===== config.mk =====
export PLATFORM = sky130hd
export DESIGN_NAME = mem_read_arbiter
export DESIGN_NICKNAME = d
export VERILOG_FILES = /design/src/rtl/mem_read_arbiter.sv
export SDC_FILE = /design/constraint.sdc
export NUM_CORES = 1
export LEC_CHECK = 0
export CAP_MARGIN = 20
export CELL_PAD_IN_SITES_DETAIL_PLACEMENT = 2
export CELL_PAD_IN_SITES_GLOBAL_PLACEMENT = 2
export CORE_ASPECT_RATIO = 0.6
export CORE_UTILIZATION = 35
export CTS_CLUSTER_DIAMETER = 120
export CTS_CLUSTER_SIZE = 20
export DETAILED_ROUTE_END_ITERATION = 6
export DONT_BUFFER_PORTS = 1
export GPL_TIMING_DRIVEN = 0
export HOLD_SLACK_MARGIN = 0.08
export PLACE_DENSITY_LB_ADDON = 0.1
export SLEW_MARGIN = 25
export SYNTH_ARGS = -nofsm -noshare
export SYNTH_HDL_FRONTEND = slang
export SYNTH_SLANG_ARGS = --single-unit

===== constraint.sdc =====
create_clock -name clk -period 5.15 [get_ports clk]
set_clock_uncertainty 0.1 [all_clocks]
set_input_delay 0.2575 -clock clk [delete_from_list [all_inputs] [get_ports clk]]
set_output_delay 0.2575 -clock clk [all_outputs]
set_load 0.005 [all_outputs]

===== src/rtl/mem_read_arbiter.sv =====
`default_nettype none
// ============================================================================
//  Module   : mem_read_arbiter
//  Purpose  : Round-robin arbiter that funnels read bursts from NUM_REQ
//             requesters (0=D-cache, 1=I-cache, 2=stream buffer) onto a single
//             memory read port, owning one outstanding burst at a time.
//  Ports    : clk, rst          - clock, synchronous active-high reset
//             req_ar*           - per-requester address channel (sliced)
//             req_r*            - per-requester data channel (rdata shared)
//             m_ar*             - memory address channel (m_arid = winner)
//             m_r*              - memory data channel
//  Revision : 1.0 - initial release
// ============================================================================
module mem_read_arbiter #(
    parameter int NUM_REQ    = 3,
    parameter int ADDR_WIDTH = 32,
    parameter int DATA_WIDTH = 32,
    parameter int LEN_WIDTH  = 8
) (
    input  logic                          clk,
    input  logic                          rst,
    input  logic [NUM_REQ-1:0]            req_arvalid,
    input  logic [NUM_REQ*ADDR_WIDTH-1:0] req_araddr,
    input  logic [NUM_REQ*LEN_WIDTH-1:0]  req_arlen,
    output logic [NUM_REQ-1:0]            req_arready,
    output logic [NUM_REQ-1:0]            req_rvalid,
    output logic [NUM_REQ-1:0]            req_rlast,
    output logic [DATA_WIDTH-1:0]         req_rdata,
    output logic                          m_arvalid,
    output logic [ADDR_WIDTH-1:0]         m_araddr,
    output logic [LEN_WIDTH-1:0]          m_arlen,
    output logic [3:0]                    m_arid,
    input  logic                          m_arready,
    input  logic                          m_rvalid,
    input  logic [DATA_WIDTH-1:0]         m_rdata,
    input  logic                          m_rlast,
    output logic                          m_rready
);

    localparam int PTR_W = (NUM_REQ > 1) ? $clog2(NUM_REQ) : 1;
    localparam logic [PTR_W-1:0] LAST_IDX = PTR_W'(NUM_REQ - 1);

    localparam logic [1:0] S_IDLE = 2'd0;
    localparam logic [1:0] S_ADDR = 2'd1;
    localparam logic [1:0] S_DATA = 2'd2;

    logic [1:0]            state_q, state_d;
    logic [PTR_W-1:0]      ptr_q,   ptr_d;
    logic [PTR_W-1:0]      gnt_q,   gnt_d;
    logic [ADDR_WIDTH-1:0] addr_q,  addr_d;
    logic [LEN_WIDTH-1:0]  len_q,   len_d;
    logic [LEN_WIDTH-1:0]  cnt_q,   cnt_d;

    logic                  found;
    logic [PTR_W-1:0]      pick;
    logic [PTR_W:0]        rr_idx;
    logic [LEN_WIDTH-1:0]  len_m1;
    logic                  in_data;
    logic                  last_beat;

    // Round-robin search starting at ptr. rr_idx is one bit wider so the
    // wrap-around subtraction can be done without overflow.
    always_comb begin
        found  = 1'b0;
        pick   = '0;
        rr_idx = '0;
        for (int k = 0; k < NUM_REQ; k++) begin
            rr_idx = {1'b0, ptr_q} + (PTR_W+1)'(k);
            if (rr_idx >= (PTR_W+1)'(NUM_REQ)) begin
                rr_idx = rr_idx - (PTR_W+1)'(NUM_REQ);
            end
            if (!found && req_arvalid[rr_idx[PTR_W-1:0]]) begin
                found = 1'b1;
                pick  = rr_idx[PTR_W-1:0];
            end
        end
    end

    // A registered length of zero behaves as a single-beat burst, so the
    // final beat index is clamped at zero rather than wrapping to all-ones.
    assign len_m1    = (len_q == '0) ? '0 : len_q - LEN_WIDTH'(1);
    assign in_data   = (state_q == S_DATA);
    assign last_beat = in_data && m_rvalid && ((cnt_q == len_m1) || m_rlast);

    always_comb begin
        state_d = state_q;
        ptr_d   = ptr_q;
        gnt_d   = gnt_q;
        addr_d  = addr_q;
        len_d   = len_q;
        cnt_d   = cnt_q;
        case (state_q)
            S_IDLE: begin
                if (found) begin
                    state_d = S_ADDR;
                    gnt_d   = pick;
                    ptr_d   = (pick == LAST_IDX) ? '0 : pick + PTR_W'(1);
                    addr_d  = req_araddr[pick*ADDR_WIDTH +: ADDR_WIDTH];
                    len_d   = req_arlen[pick*LEN_WIDTH +: LEN_WIDTH];
                end
            end
            S_ADDR: begin
                if (m_arready) begin
                    state_d = S_DATA;
                    cnt_d   = '0;
                end
            end
            S_DATA: begin
                if (m_rvalid) begin
                    cnt_d = cnt_q + LEN_WIDTH'(1);
                    if (last_beat) begin
                        state_d = S_IDLE;
                    end
                end
            end
            default: begin
                state_d = S_IDLE;
            end
        endcase
    end

    always_ff @(posedge clk) begin
        if (rst) begin
            state_q <= S_IDLE;
            ptr_q   <= '0;
            gnt_q   <= '0;
            addr_q  <= '0;
            len_q   <= '0;
            cnt_q   <= '0;
        end else begin
            state_q <= state_d;
            ptr_q   <= ptr_d;
            gnt_q   <= gnt_d;
            addr_q  <= addr_d;
            len_q   <= len_d;
            cnt_q   <= cnt_d;
        end
    end

    // Per-requester steering: only the granted slot sees handshakes/beats.
    always_comb begin
        req_arready = '0;
        req_rvalid  = '0;
        req_rlast   = '0;
        for (int i = 0; i < NUM_REQ; i++) begin
            if (gnt_q == PTR_W'(i)) begin
                req_arready[i] = (state_q == S_ADDR) && m_arready;
                req_rvalid[i]  = in_data && m_rvalid;
                req_rlast[i]   = last_beat;
            end
        end
    end

    assign req_rdata = m_rdata;
    assign m_arvalid = (state_q == S_ADDR);
    assign m_araddr  = addr_q;
    assign m_arlen   = len_q;
    assign m_arid    = 4'(gnt_q);
    assign m_rready  = in_data;

endmodule
`default_nettype wire


==> out/results.env <==
FIRST_GLOBAL_VIAS=3510
DRTPASS1ITERATIONS=5
WORST_EP_ARRIVAL_TIME_NS=2.91
FINALHOLDVIOLATIONS=0
CTS.PATH.MAX_BUFFERS=2
NUMBER_OF_INPUT_AND_OUTPUT_PORT_BUFFERS_INSERTED=0
FLOORPLAN.DIE.HEIGHT_UM=81.5
AVERAGE_CELL_AREA_AFTER_SYNTHESIS_UM2=8.29
ANTENNA_FOUND_INITIAL=0
POSTROUTEANTENNANETS=0
TIMING.CRITICAL_PATH.TO_TYPE='output port'
HPWL_DETAILED_MM=10.1
TIMING.SLEW.HEADROOM=0.614
POWER_PER_STANDARD_CELL_AREA_mW_PER_MM2=587
CRIT_FANOUT=6
FLOORPLAN.INITIALDENSITY=0.367
LAYOUT-DRIVE-GT1-SHARE=0.211
SYNTH_CELLS=445
TIMING.FINAL.SETUP_VIOLATIONS=0
WORSTSKEWPAIRLATENCY_NS=0.30
GLOBAL_ROUTE.USAGE.TOTAL=0.226
FINAL_SETUP_TNS_NS=0
TRITONCTS.NUM_BUFFERS=5
FINALWEIGHTEDCONGESTION=0.798
NUMBER_OF_H_TREE_LEVELS=2
OUTCOME='completed'
ANTENNA_CELLS_INSERTED=0
NETS=618
ROOT_BUFFER='clkbuf_16'
NUMBER_OF_PORTS_PLACED_ON_THE_DIE_BOUNDARY=247
SYNTH_EDF_COUNT=0
DRT-WIRELENGTH-PER-CELL_UM=21.3
WIRE_LENGTH_OF_THE_FIRST_GLOBAL_ROUTING_PASS_MM=19.0
TIMING.CRITICAL_PATH.REQUIRED_NS=4.79
ROUTE.VIAS.TOTAL=3372
POST_SYNTH_NUM_CELL_TYPES=46
CTS_SINKS=54
GR-TOTAL-OVERFLOW=0
FMAXACHIEVABLE_MHz=306
SYN_TO_FINAL_GROWTH_PCT=9.36
FINAL_MIN_PERIOD_OVER_CLOCK_PERIOD=0.634
ROUTE.DETAILED.VIAS_PER_INST=5.72
HOLD_WORST_SLACK_NS=0.140
WL_MM=12.6
PIN_COUNT_OF_THE_BIGGEST_NET_ENTERING_GLOBAL_ROUTING=16
DRV.MAX_CAP_VIOLATION_COUNT=0
TIGHTESTPINTRANSITION_NS=0.579
VDD_DROP_MAX_uV=190
CTS_TREE='built'
DIE-WIDTH_UM=135
FINAL_MAX_SLEW_VIOL_COUNT=0
CRIT_TYPE='reg2out'
BUFFER_COUNT_FROM_POST_CTS_SETUP_FIXING=0
HOLD_PATH_CLASS='in2reg'
YS_SEQ_AREA_FRAC=0.293
CORE.ROWCOUNT=28
DETAIL_ROUTE.ITER0.VIOLATIONS=91
YOSYS_REGISTER_BITS=54
RSZ0062_AT_GRT='false'
SYNTH_AREA_MM2=0.00369
PERIOD_NEEDED_NS=3.27
SYNTHESIS.YOSYS.WARNINGS=0
CTS_RESIZED=0
ASYNC_SR_FLOP_FRACTION=0
LEAK_PWR_uW=0.00139
CORE_AREA_MM2=0.0101
TIMING.REG2REG.SETUP_SLACK_NS=2.17
HOLDBUFCOUNTCTS=1
TIMING.CRITICAL_PATH.FROM_TYPE='flop'
CTS.REPORTEDPATHS.CLKPINSLEW_NS=0.07
FP.DIEAREA_MM2=0.0110
YS_DOMINANT_REG_CELL='dfxtp_1'
REMAINING_DRCS=0
-- flip-flops by register name (all words and copies together), names as in the netlist --
register / count
m_araddr: 32
state_q: 2
ptr_q: 2
gnt_q: 2
cnt_q: 8
m_arlen: 8
-- per-stage QoR --
stage | worst slack [ns] | utilization | cells | total power [uW] | area (um2)
floorplan | 2.68 | - | 446 | 1620 | 3690
global placement | 2.28 | 0.384 | 581 | 1930 | 3860
detailed placement | 2.17 | 0.384 | 581 | 2000 | 3860
CTS | 1.89 | 0.401 | 590 | 2400 | 4030
global route | 1.72 | 0.401 | 590 | 2550 | 4030
finish | 1.88 | 0.401 | 590 | 2370 | 4030
-- final timing paths --
path                                   from                        end  cells past startpoint
setup / recovery    m_arlen[0]$_SDFFE_PP0P_               req_rlast[2]                      8
hold / removal               req_araddr[51]  m_araddr[19]$_SDFFE_PP0P_                      3
setup reg to reg      ptr_q[0]$_SDFFE_PP0P_  m_araddr[26]$_SDFFE_PP0P_                     10
hold reg to reg   m_araddr[19]$_SDFFE_PP0P_  m_araddr[19]$_SDFFE_PP0P_                      2
-- power breakdown --
| part | switching, uW | leakage (uW) | internal, uW |
|---|---|---|---|
| Sequential | 206 | 0.000444 | 591 |
| Clock | 162 | 0.0000781 | 231 |
| Combinational | 713 | 0.000863 | 465 |
| Total | 1080 | 0.00139 | 1290 |
-- cell families after synthesis --
family / count (synthesis) / synth area share
compound gates: 108 / 0.201
xor+xnor: 11 / 0.0261
fa+ha+maj: 6 / 0.0190
buf+inv: 76 / 0.114
flops: 54 / 0.293
mux: 44 / 0.133
other cells: 1 / 0.00102
simple gates: 145 / 0.212
-- cell usage after synthesis (all sizes together), types with 2 or more instances --
master	number	area, um2
dfxtp	54	1080
nand2	48	180
nand2b	46	288
buf	45	305
o21ai	42	210
mux2	41	462
o2111ai	41	359
clkbuf	20	75.1
nor2	19	71.3
a21oi	12	60.1
inv	11	41.3
nor3	9	45.0
xnor2	7	61.3
nand4	5	46.3
ha	4	50.1
xor2	4	35.0
mux2i	3	30.0
nor2b	3	18.8
o211ai	3	22.5
and4b	2	21.3
maj3	2	20.0
nand3	2	10.0
nand3b	2	15.0
nor3b	2	15.0
o31ai	2	15.0
or3	2	12.5
-- placed cells by master, fill, tap and decap left out, types with 3 or more instances in the layout --
cell type / n
buf_1: 4
xor2_1: 4
a21oi_1: 12
mux2i_1: 3
nand2b_1: 46
inv_1: 10
nand4_1: 4
clkbuf_1: 22
buf_4: 34
o211ai_1: 3
o21ai_0: 40
xnor2_1: 7
nand2_1: 48
o2111ai_1: 41
nor2_1: 19
buf_2: 7
mux2_2: 41
ha_1: 4
dfxtp_1: 54
nor2b_1: 3
nor3_1: 9
clkbuf_16: 5
-- critical path, stage by stage, from the launching register on --
cell	delay (ns)
dfxtp_1	0.39
inv_1	0.16
ha_1	0.31
nor4b_2	0.41
nand2_1	0.19
o211ai_1	0.18
nand4_4	0.13
o41a_2	0.54
nor3_1	0.31
-- metal layers --
metal / track usage / up-vias / wire length (um)
met5: 0 / - / 0
met4: 0.0438 / 0 / 89
met3: 0.0654 / 9 / 926
met2: 0.399 / 134 / 6100
met1: 0.278 / 1649 / 5460
li1: - / 1580 / -
-- layout make-up --
type / instances / area, um2
fillers: 1135 / 6020
multi-input cells: 316 / 2190
flip-flops and latches: 54 / 1080
plain buffers: 65 / 380
well taps: 135 / 169
clock buffers: 7 / 133
inverters: 11 / 41.3
clock inverters: 1 / 30.0
repair buffers: 1 / 10.0
(Power assumes the default switching activity.)
